--- src/rtl/fft_pkg.sv ---
// Shared constants, FSM state type and twiddle address rule for the 32-point CORDIC FFT.
// Pure declarations: no timing and no flow control.
package fft_pkg;
  localparam int LOG2N   = 5;
  localparam int N       = 1 << LOG2N;
  localparam int NBFLY   = N / 2;
  localparam int ANGLE_W = 32;
  localparam int IDX_W   = LOG2N - 1;

  typedef enum logic [1:0] {IDLE, ISSUE, DRAIN} tw_state_t;

  // addr(j) = (j mod 2^(s-1)) << (LOG2N-s); valid for s in 1..LOG2N
  function automatic logic [IDX_W-1:0] tw_addr(input logic [IDX_W-1:0] j, input logic [2:0] s);
    logic [IDX_W:0]   span;
    logic [IDX_W-1:0] mask;
    span = (IDX_W+1)'(1) << (s - 3'd1);
    mask = span[IDX_W-1:0] - {{(IDX_W-1){1'b0}}, 1'b1};
    return (j & mask) << (3'(LOG2N) - s);
  endfunction
endpackage

--- src/rtl/twiddle_fetch_if.sv ---
// Angle stream from the twiddle reader to the CORDIC rotator (valid/ready).
// Head entry holds stable while valid is high and ready is low.
interface twiddle_fetch_if;
  import fft_pkg::*;

  logic               angle_valid;
  logic [ANGLE_W-1:0] angle;
  logic [IDX_W-1:0]   angle_idx;
  logic               angle_ready;

  modport master (output angle_valid, angle, angle_idx, input angle_ready);
  modport slave  (input angle_valid, angle, angle_idx, output angle_ready);
endinterface

--- src/rtl/angle_skid_fifo.sv ---
// Two-entry register FIFO: a push is visible at dout one edge later; no internal flow control.
// The caller must never push into a full FIFO without popping on the same edge.
module angle_skid_fifo #(
  parameter int W = 36
) (
  input  logic         clk,
  input  logic         rst_n,
  input  logic         push,
  input  logic         pop,
  input  logic [W-1:0] din,
  output logic [W-1:0] dout,
  output logic [1:0]   count
);
  logic [W-1:0] head;
  logic [W-1:0] tail;

  always_ff @(posedge clk or negedge rst_n) begin
    if (!rst_n) begin
      head  <= '0;
      tail  <= '0;
      count <= '0;
    end else begin
      case ({push, pop})
        2'b10: begin
          if (count == 2'd0) head <= din;
          else               tail <= din;
          count <= count + 2'd1;
        end
        2'b01: begin
          head  <= tail;
          count <= count - 2'd1;
        end
        2'b11: begin
          // occupancy unchanged; the new word lands behind whatever remains
          if (count == 2'd1) begin
            head <= din;
          end else begin
            head <= tail;
            tail <= din;
          end
        end
        default: ;
      endcase
    end
  end

  assign dout = head;
endmodule

--- src/rtl/twiddle_fetch.sv ---
// Walks 16 butterflies of one stage, reads the twiddle ROM and streams angles; first angle 2 cycles after start.
// ROM reads are credit-limited to the 2-entry buffer, so backpressure never loses or duplicates an angle.
module twiddle_fetch
  import fft_pkg::*;
(
  input  logic               i_clk,
  input  logic               i_rst_n,
  input  logic               i_start,
  input  logic [2:0]         i_stage,
  output logic               o_busy,
  output logic               o_err,
  output logic [IDX_W-1:0]   o_rom_addr,
  input  logic [ANGLE_W-1:0] i_rom_data,
  output logic               o_done,
  twiddle_fetch_if.master    ang
);
  tw_state_t                  state;
  tw_state_t                  state_nxt;
  logic [2:0]                 stage_q;
  logic [IDX_W-1:0]           j_q;
  logic [IDX_W-1:0]           pend_idx;
  logic                       pend;
  logic [IDX_W:0]             pop_cnt;
  logic [1:0]                 count;
  logic [ANGLE_W+IDX_W-1:0]   head;
  logic [2:0]                 credit;
  logic                       stage_ok;
  logic                       accept;
  logic                       pop;
  logic                       issue;
  logic                       last_pop;

  assign stage_ok = (i_stage != 3'd0) && (i_stage <= 3'(LOG2N));
  assign accept   = (state == IDLE) && i_start && stage_ok;
  assign pop      = ang.angle_valid && ang.angle_ready;
  // a read may only launch if its word is guaranteed a slot when it lands
  assign credit   = 3'(count) + 3'(pend) - 3'(pop);
  assign issue    = (state == ISSUE) && (credit < 3'd2);
  assign last_pop = pop && (pop_cnt == (IDX_W+1)'(NBFLY - 1));

  assign o_rom_addr = issue ? tw_addr(j_q, stage_q) : '0;
  assign o_busy     = (state != IDLE);

  always_ff @(posedge i_clk or negedge i_rst_n) begin
    if (!i_rst_n) state <= IDLE;
    else          state <= state_nxt;
  end

  always_comb begin
    state_nxt = state;
    case (state)
      IDLE:    if (accept) state_nxt = ISSUE;
      ISSUE:   if (issue && (j_q == IDX_W'(NBFLY - 1))) state_nxt = DRAIN;
      DRAIN:   if (last_pop) state_nxt = IDLE;
      default: state_nxt = IDLE;
    endcase
  end

  always_ff @(posedge i_clk or negedge i_rst_n) begin
    if (!i_rst_n) begin
      stage_q  <= '0;
      j_q      <= '0;
      pend     <= 1'b0;
      pend_idx <= '0;
      pop_cnt  <= '0;
      o_err    <= 1'b0;
      o_done   <= 1'b0;
    end else begin
      o_err  <= (state == IDLE) && i_start && !stage_ok;
      o_done <= last_pop;
      pend   <= issue;
      if (issue) begin
        pend_idx <= j_q;
        j_q      <= j_q + IDX_W'(1);
      end
      if (accept) begin
        stage_q <= i_stage;
        j_q     <= '0;
        pop_cnt <= '0;
      end else if (pop) begin
        pop_cnt <= pop_cnt + (IDX_W+1)'(1);
      end
    end
  end

  angle_skid_fifo #(.W(ANGLE_W + IDX_W)) u_buf (
    .clk   (i_clk),
    .rst_n (i_rst_n),
    .push  (pend),
    .pop   (pop),
    .din   ({i_rom_data, pend_idx}),
    .dout  (head),
    .count (count)
  );

  assign ang.angle_valid = (count != 2'd0);
  assign ang.angle       = head[ANGLE_W+IDX_W-1:IDX_W];
  assign ang.angle_idx   = head[IDX_W-1:0];

  a_no_overflow: assert property (@(posedge i_clk) disable iff (!i_rst_n)
    !(pend && !pop && (count == 2'd2)));
endmodule

--- src/flat_wrapper.sv ---
// flat-port wrapper written by rule: the top's interface ports become plain ports
module twiddle_fetch_flat import fft_pkg::*;
  (i_clk, i_rst_n, i_start, i_stage, o_busy, o_err, o_rom_addr, i_rom_data, o_done, ang_angle_valid, ang_angle, ang_angle_idx, ang_angle_ready);
  twiddle_fetch_if ang_i ();
  input  logic i_clk;
  input  logic i_rst_n;
  input  logic i_start;
  input  logic [2:0] i_stage;
  output logic o_busy;
  output logic o_err;
  output logic [IDX_W-1:0] o_rom_addr;
  input  logic [ANGLE_W-1:0] i_rom_data;
  output logic o_done;
  output wire logic [$bits(ang_i.angle_valid)-1:0] ang_angle_valid;
  output wire logic [$bits(ang_i.angle)-1:0] ang_angle;
  output wire logic [$bits(ang_i.angle_idx)-1:0] ang_angle_idx;
  input wire logic [$bits(ang_i.angle_ready)-1:0] ang_angle_ready;
  assign ang_angle_valid = ang_i.angle_valid;
  assign ang_angle = ang_i.angle;
  assign ang_angle_idx = ang_i.angle_idx;
  assign ang_i.angle_ready = ang_angle_ready;
  twiddle_fetch u_core (.i_clk(i_clk), .i_rst_n(i_rst_n), .i_start(i_start), .i_stage(i_stage), .o_busy(o_busy), .o_err(o_err), .o_rom_addr(o_rom_addr), .i_rom_data(i_rom_data), .o_done(o_done), .ang(ang_i));
endmodule
--- config.mk ---
export PLATFORM = sky130hd
export DESIGN_NAME = twiddle_fetch_flat
export DESIGN_NICKNAME = d
export VERILOG_FILES = /design/src/rtl/fft_pkg.sv /design/src/rtl/twiddle_fetch_if.sv /design/src/rtl/angle_skid_fifo.sv /design/src/rtl/twiddle_fetch.sv /design/src/flat_wrapper.sv
export SDC_FILE = /design/constraint.sdc
export NUM_CORES = 1
export LEC_CHECK = 0
export ABC_AREA = 1
export CORE_MARGIN = 10
export CORE_UTILIZATION = 45
export DETAILED_ROUTE_END_ITERATION = 16
export DONT_BUFFER_PORTS = 1
export MAX_ROUTING_LAYER = met4
export SKIP_CTS_REPAIR_TIMING = 1
export SLEW_MARGIN = 20
export SYNTH_ARGS = -nofsm -noshare
export SYNTH_HDL_FRONTEND = slang
export SYNTH_SLANG_ARGS = --single-unit
--- constraint.sdc ---
create_clock -name i_clk -period 2.99 [get_ports i_clk]
set_input_delay 0.4485 -clock i_clk [delete_from_list [all_inputs] [get_ports i_clk]]
set_output_delay 0.4485 -clock i_clk [all_outputs]
set_load 0.03 [all_outputs]
* After elaboration in Yosys (flattened, before gate mapping) *
Cells that the tools add are included.

word-level totals
  flip-flop bits (word level) = 95
  input port bits = 39
  output and inout bits = 44
  logic and storage cells = 77

cells by class
  add/sub/neg operators = 9
  order comparisons = 2
  eq/ne operators = 14
  shift operators = 2
  multiplexer cells = 16
  bitwise operators = 1
  reduce and logical (&&, ||, !) cells = 22

operator list
  cell                                                                     number
  36-bit two-way mux                                                       4
  36-bit one-hot mux with 3 select lines                                   1
  36-bit one-hot mux with 2 select lines                                   1
  4-bit two-way mux                                                        3
  2-bit nonzero test                                                       6
  5-bit two-way mux                                                        2
  1-bit logical AND                                                        8
  2-bit inequality test, second input constant                             4
  2-bit by 1-bit equality test with 1-bit output, second input constant    3
  2-bit equality test, second input constant                               3
  2-bit two-way mux                                                        3
  2-bit one-hot mux with 3 select lines                                    1
  3-bit AND reduction                                                      2
  3-bit nonzero test                                                       2
  5-bit by 1-bit adder with 5-bit output, second input constant            1
  5-bit by 4-bit equality test with 1-bit output, second input constant    1
  4-bit by 1-bit adder with 4-bit output, second input constant            1
  4-bit AND                                                                1
  4-bit equality test, second input constant                               1
  2-bit logical NOT                                                        2
  2-bit by 1-bit inequality test with 1-bit output, second input constant  2
  2-bit one-hot mux with 2 select lines                                    1
  1-bit by 3-bit left shift with 4-bit output, first input constant        1
  4-bit by 3-bit left shift with 4-bit output                              1
  11 further kinds                                                         11

* Longest topological paths before layout *
Gate-level depths: netlist of the first run.

  depth in word-level cells = 8
  depth in mapped cells = 16
  gate-level depth less buffers = 15

* Modules after synthesis *
A second synthesis of the first run with hierarchy kept.

second synthesis, totals
  cells, all modules = 606
  area total of the unflattened synthesis = 4717.0 um^2

by module, submodules not included
  module           instances  cells each  area an instance (um^2)  seq. area each (um^2)
  angle_skid_fifo  1          448         3490.8                   1851.8
  twiddle_fetch    1          158         1226.2                   525.5

* Worst setup path after synthesis of the first run *
Ideal clock, no wire load.

  kind = register to output
  from = register u_core.u_buf.count[1]
  to = output o_rom_addr[1]
  data arrival time = 2.746 ns
  data required time = 2.542 ns
  slack = -0.204 ns
  stages on the path, launching flop included = 14
  cells stage by stage = dfrtp_1 -> inv_1 -> ha_1 -> inv_2 -> nand2_2 -> ha_1 -> inv_1 -> nand2_1 -> fa_1 -> nand3_1 -> nor2_1 -> buf_2 -> nand2_1 -> a21oi_1

between the ends
  cells in the longest elaborated chain, start to end = 6

RTL lines
  item                                                                                            line                   source
  start, declared                                                                                 angle_skid_fifo.sv:12  output logic [1:0] count
  start signal, assigned                                                                          angle_skid_fifo.sv:27  count <= count + 2'd1;
  start signal, assigned                                                                          angle_skid_fifo.sv:31  count <= count - 2'd1;
  parallel branches: the longest is 2 deep, another holds 2-bit by 1-bit adder with 3-bit output  -
  3-bit by 1-bit subtractor with 3-bit output *                                                   twiddle_fetch.sv:37    assign credit = 3'(count) + 3'(pend) - 3'(pop);
  3-bit by 2-bit < comparator with 1-bit output *                                                 twiddle_fetch.sv:38    assign issue = (state == ISSUE) && (credit < 3'd2);
  1-bit logical AND *                                                                             twiddle_fetch.sv:38
  net u_core.issue                                                                                twiddle_fetch.sv:30    logic issue;
  4-bit two-way mux *                                                                             twiddle_fetch.sv:41    assign o_rom_addr = issue ? tw_addr(j_q, stage_q) : '0;
  end, declared                                                                                   flat_wrapper.sv:11     output logic [IDX_W-1:0] o_rom_addr;

Mark *: on every way through the listed nets, which the timed path passes.

* Final worst setup path of the first run *
  from = register u_core.u_buf.count[1]
  to = output o_rom_addr[2]

between the ends
  cells in the longest elaborated chain, start to end = 6

RTL lines
  item                                                                                            line
  parallel branches: the longest is 2 deep, another holds 2-bit by 1-bit adder with 3-bit output  -
  3-bit by 1-bit subtractor with 3-bit output *                                                   twiddle_fetch.sv:37
  3-bit by 2-bit < comparator with 1-bit output *                                                 twiddle_fetch.sv:38
  1-bit logical AND *                                                                             twiddle_fetch.sv:38
  4-bit two-way mux *                                                                             twiddle_fetch.sv:41

Every way passes the cells marked *.

==> results of run 1 <==
==> metrics by stage <==
stage / setup WS, ps / cell area (um2)
6_report: -6.75 / 4940
3_3_place_gp: 117 / 4610
5_1_grt: -153 / 4940
2_1_floorplan: -43.8 / 4490
4_1_cts: -388 / 4820
3_5_place_dp: 54.9 / 4610
==> Yosys cell counts <==
master | instances | share of area
nand2_2 | 3 | 0.0042
nand3_1 | 126 | 0.14
nor2_2 | 1 | 0.0014
nor2_1 | 19 | 0.016
o21bai_1 | 1 | 0.0017
inv_1 | 28 | 0.024
and3_1 | 2 | 0.0028
a21oi_1 | 3 | 0.0034
a211oi_1 | 1 | 0.0017
fa_1 | 1 | 0.0045
buf_1 | 3 | 0.0025
o211ai_1 | 1 | 0.0017
xnor2_1 | 1 | 0.0020
o21a_1 | 1 | 0.0017
nand3_2 | 1 | 0.0022
buf_4 | 1 | 0.0017
nand4_1 | 37 | 0.052
inv_2 | 2 | 0.0017
xor2_1 | 4 | 0.0078
nand3_4 | 1 | 0.0039
buf_2 | 16 | 0.018
dfrtp_1 | 95 | 0.53
clkbuf_1 | 14 | 0.012
nand2_1 | 159 | 0.13
o21ai_0 | 7 | 0.0078
ha_1 | 7 | 0.020
==> path summary, 6_finish.rpt <==
path / end / cells past startpoint / slack [ps] / start
min reg2reg: u_core.u_buf.tail[13]$_DFFE_PN0P_ / 2 / 480 / u_core.u_buf.tail[13]$_DFFE_PN0P_
max: o_rom_addr[2] / 12 / -7 / u_core.u_buf.count[1]$_DFFE_PN0N_
max in group asynchronous: u_core.u_buf.tail[0]$_DFFE_PN0P_ / 2 / 1960 / i_rst_n
max reg2reg: u_core.j_q[3]$_DFFE_PN0P_ / 14 / 600 / u_core.u_buf.count[1]$_DFFE_PN0N_
min: u_core.u_buf.dout[23]$_DFFE_PN0P_ / 2 / 220 / i_rom_data[19]
min in group asynchronous: u_core.u_buf.dout[22]$_DFFE_PN0P_ / 2 / 640 / i_rst_n
==> worst register-to-register path, cell delays in order, from the launching register on <==
cell and delay, ps:
dfrtp_1 390, inv_2 90, ha_4 140, inv_2 40, nand2_2 80, ha_4 210
inv_4 60, nand2_2 50, fa_2 530, nand3_2 100, buf_4 150, inv_1 40
nand2_1 190, nand3_1 150, nand2_1 70
==> routing by layer <==
layer  up-vias  track usage  share of wire
met3        15       0.0427          0.067
met4         0       0.0558          0.016
li1       1775            -              -
met5         -            -              0
met1      1786        0.203           0.44
met2        83        0.250           0.48
==> power breakdown <==
group / switching, mW / internal (mW)
clock network: 0.442 / 0.453
registers: 0.907 / 1.87
logic: 1.50 / 0.817
total: 2.85 / 3.14
==> layout make-up <==
type | count | area [um2] | share of cell area
timing repair buffer | 18 | 165 | 0.0334
multi-input combinational | 376 | 1910 | 0.386
sequential | 95 | 2380 | 0.481
clock buffer | 13 | 169 | 0.0342
tap | 133 | 166 | 0.0337
inverter | 30 | 115 | 0.0233
clock inverter | 3 | 40.0 | 0.00810
==> logic make-up after synthesis <==
family / Yosys count / synth area share
flops: 95 / 0.532
buf+inv: 64 / 0.0591
compound gates: 14 / 0.0179
simple gates: 349 / 0.357
xor+xnor: 5 / 0.00980
fa+ha+maj: 8 / 0.0241
==> sequential cells by signal, summed over array words and instances, names as in the netlist <==
register,flops
u_core.u_buf.dout,36
u_core.u_buf.tail,36
u_core.pop_cnt,5
u_core.j_q,4
u_core.pend_idx,4
u_core.stage_q,3
u_core.state,2
u_core.u_buf.count,2
u_core.o_done,1
u_core.o_err,1
u_core.pend,1
==> out/qor.txt, run 1 <==
status -> finished with violations
failing checks -> negative setup slack
Clk Tree Root Cell -> clkbuf_8
count of cell types in the netlist -> 26
Setup CP Type -> reg2out
Routed WL per cell -> 16.9 um
die area -> 14,300 um2
clock latency on the worst-skew pair -> 370 ps
CP top delay family -> adder cells
VDD IR-drop max -> 0.470 mV
crit start category -> flip-flop
first-pass GRT wire length -> 18.5 mm
cell area after synthesis -> 4470 um2
Hold WC Path Type -> in2reg
Antenna Cells -> 0
Final period util -> 1.00
GRT overflow -> 0
# H-tree levels -> 3
CP Data Required Time -> 2540 ps
Util after Layout -> 0.508
vias in the first global route -> 3,591
CP cell instances -> inv_2 -> ha_4 -> inv_2 -> nand2_2 -> ha_4 -> inv_4 -> nand2_2 -> fa_2 -> nand3_2 -> nor2_4 -> nand3_1 -> nor2_4
Bufs and invs on worst path -> 3
Final setup violation count -> 4
hpwl dp -> 6.94 mm
WHS -> 225 ps
Arr. time, crit path -> 2550 ps
Final nets -> 577
largest net degree at the start of global routing -> 96
Mapped Cells -> 535
Iteration-0 DRC Markers -> 277
Initial Util -> 0.459
GRT Util Overall -> 0.162
share of post-route cells with drive strength above 1 -> 0.103
CP max-delay cell -> fa_2
Routed WL -> 11.3 mm
CTS buffer count -> 9
final RePlAce weighted congestion -> 0.824
Avg Inst Size Synth -> 8.35 um2
core footprint -> 9730 um2
Slew @ Worst Pin -> 924 ps
placed cells -> 646
commonest non-fill, non-tap cell in the layout -> nand2_1
Yosys reg bits -> 95
clock buffer depth -> 2
Final Skew -> 8.71 ps
CTS tree -> yes
sequential cell area fraction in the yosys report -> 0.532
setup TNS -> -20.2 ps
fillers -> 957
Antenna Nets Post-Route -> 0
synth warn -> 0
P per Cell Area -> 1210 nW/um2
most frequent cells in the layout -> 157 x nand2_1, 125 x nand3_1, 95 x dfrtp_1
num rows -> 36
Sink Count -> 95
fin cells -> 668
Setup crit end kind -> output port
reported max-cap violation count -> 0
Vias/cell -> 5.48
fin. max-slew vios -> 0
final worst setup slack -> -6.75 ps
DRC -> 0
RSZ-0062 raised after global routing -> true
First-pass DRT Iterations -> 4
port buffer count -> 0
delay of the slowest cell on the worst path -> 530 ps
min cycle time layout -> 3000 ps
Area Growth Syn to Fin -> 10.6%
Clk pin slew, worst setup/hold paths -> 90 ps
PnR Total Power -> 5.99 mW
Leak -> 2.47 nW
Die X-Extent -> 120 um
io pins -> 83
die height -> 120 um
via count -> 3,659
Final Hold Vio Count -> 0
syn nets -> 582
Max Freq -> 0.334 GHz
CP Max Fanout -> 4
Slew HR -> 0.383
initial antenna violation count -> 0
No activity file was read; power rests on OpenSTA's default activity.
==> inputs of run 2 (changes only) <==
--- a/config.mk
+++ b/config.mk
@@ -11,6 +11,7 @@
 export DETAILED_ROUTE_END_ITERATION = 16
 export DONT_BUFFER_PORTS = 1
 export MAX_ROUTING_LAYER = met4
+export PLACE_DENSITY_LB_ADDON = 0.2
 export SKIP_CTS_REPAIR_TIMING = 1
 export SLEW_MARGIN = 20
 export SYNTH_ARGS = -nofsm -noshare
==> out/qor.txt, run 2 (synthesis gave the netlist of run 1 again) <==
status -> finished with violations
failing checks -> negative setup slack
Final Hold Vio Count -> 0
Initial Util -> 0.459
Hold WC Path Type -> in2async
Clk Tree Root Cell -> clkbuf_8
clock buffer depth -> 2
die height -> 120 um
Sink Count -> 95
initial antenna violation count -> 0
core footprint -> 9730 um2
CP Max Fanout -> 4
CP cell instances -> inv_1 -> ha_4 -> inv_4 -> nand2_4 -> ha_4 -> inv_4 -> nand2_2 -> fa_1 -> nand3_2 -> nor2_4 -> nand3_1 -> nor2_4
Max Freq -> 0.333 GHz
P per Cell Area -> 1220 nW/um2
first-pass GRT wire length -> 18.9 mm
hpwl dp -> 7.12 mm
Slew @ Worst Pin -> 902 ps
Antenna Cells -> 0
# H-tree levels -> 3
Iteration-0 DRC Markers -> 271
Routed WL per cell -> 17.0 um
Die X-Extent -> 120 um
CP max-delay cell -> fa_1
Final nets -> 575
Antenna Nets Post-Route -> 0
CP Data Required Time -> 2540 ps
num rows -> 36
Util after Layout -> 0.509
placed cells -> 646
delay of the slowest cell on the worst path -> 510 ps
Final period util -> 1.00
Area Growth Syn to Fin -> 10.8%
First-pass DRT Iterations -> 4
WHS -> 3.65 ps
Leak -> 2.47 nW
VDD IR-drop max -> 0.449 mV
CTS tree -> yes
clock latency on the worst-skew pair -> 370 ps
RSZ-0062 raised after global routing -> true
crit start category -> flip-flop
share of post-route cells with drive strength above 1 -> 0.0977
FF-to-FF setup slack -> 650 ps
Clk pin slew, worst setup/hold paths -> 90 ps
port buffer count -> 0
Arr. time, crit path -> 2550 ps
Final Skew -> 9.90 ps
GRT Util Overall -> 0.165
Worst R2R Start -> u_core.u_buf.count[0]$_DFFE_PN0N_
Vias/cell -> 5.48
final worst setup slack -> -12.8 ps
reported max-cap violation count -> 0
largest net degree at the start of global routing -> 96
DRC -> 0
Setup CP Type -> reg2out
via count -> 3,647
worst r2r path cells -> 8
fin. max-slew vios -> 0
min cycle time layout -> 3000 ps
io pins -> 83
vias in the first global route -> 3,741
GRT overflow -> 0
Routed WL -> 11.3 mm
final RePlAce weighted congestion -> 0.830
commonest non-fill, non-tap cell in the layout -> nand2_1
Critical Path End -> o_rom_addr[2]
CTS buffer count -> 9
Slew HR -> 0.397
die area -> 14,300 um2
Final setup violation count -> 4
Setup crit end kind -> output port
Worst R2R End -> u_core.u_buf.dout[0]$_DFFE_PN0P_
fin cells -> 665
most frequent cells in the layout -> 157 x nand2_1, 125 x nand3_1, 95 x dfrtp_1
CP Launch Point -> u_core.u_buf.count[0]$_DFFE_PN0N_
-- run 2: how the worst min path moves through the flow --
stage / end / cells past startpoint / startpoint
finish: u_core.u_buf.dout[29]$_DFFE_PN0P_ / 1 / i_rst_n
global route: u_core.u_buf.dout[19]$_DFFE_PN0P_ / 1 / i_rst_n
CTS: u_core.u_buf.dout[17]$_DFFE_PN0P_ / 0 / i_rst_n
detailed placement: u_core.u_buf.dout[17]$_DFFE_PN0P_ / 0 / i_rst_n
global placement: u_core.u_buf.dout[18]$_DFFE_PN0P_ / 0 / i_rst_n
floorplan: u_core.j_q[0]$_DFFE_PN0P_ / 0 / i_rst_n
-- run 2: critical path, delay by kind of cell, from the launching register on --
| kind | cells | cell delay, ps |
|---|---|---|
| adders and majority gates | 3 | 870 |
| and+or+nand+nor | 6 | 730 |
| DFF | 1 | 390 |
| buffers and inverters | 3 | 210 |
-- run 2: per-stage QoR --
step                      setup slack, ps  setup TNS [ps]  power (mW)  area (um2)
after global routing                 -145            -558        6.57        4950
final                               -12.8           -29.5        6.06        4950
after detailed placement             21.2               0        4.97        4610
after floorplan                     -43.8           -57.9        4.38        4490
after CTS                            -396           -1500        5.96        4840
after global placement                120               0        4.87        4610
-- run 2: power breakdown --
| part | internal, mW | total (mW) | leakage (nW) | switching, mW |
|---|---|---|---|---|
| Sequential | 1.87 | 2.78 | 1.18 | 0.912 |
| Clock | 0.534 | 0.975 | 0.118 | 0.441 |
| Combinational | 0.804 | 2.30 | 1.17 | 1.50 |
| Total | 3.20 | 6.06 | 2.47 | 2.85 |
-- run 2: metal layers --
layer,global-route usage,wire [um],up-vias
met4,0.0498,102,0
li1,-,-,1767
met3,0.0497,818,8
met2,0.267,5620,91
met1,0.194,4760,1781
met5,-,0,-
-- run 2: area by class of cell --
cell class	instances	area, um2
Sequential cell	95	2380
Clock inverter	3	65.1
Multi-Input combinational cell	376	1910
Tap cell	133	166
Fill cell	976	4780
Timing Repair Buffer	16	148
Clock buffer	12	165
Inverter	30	118
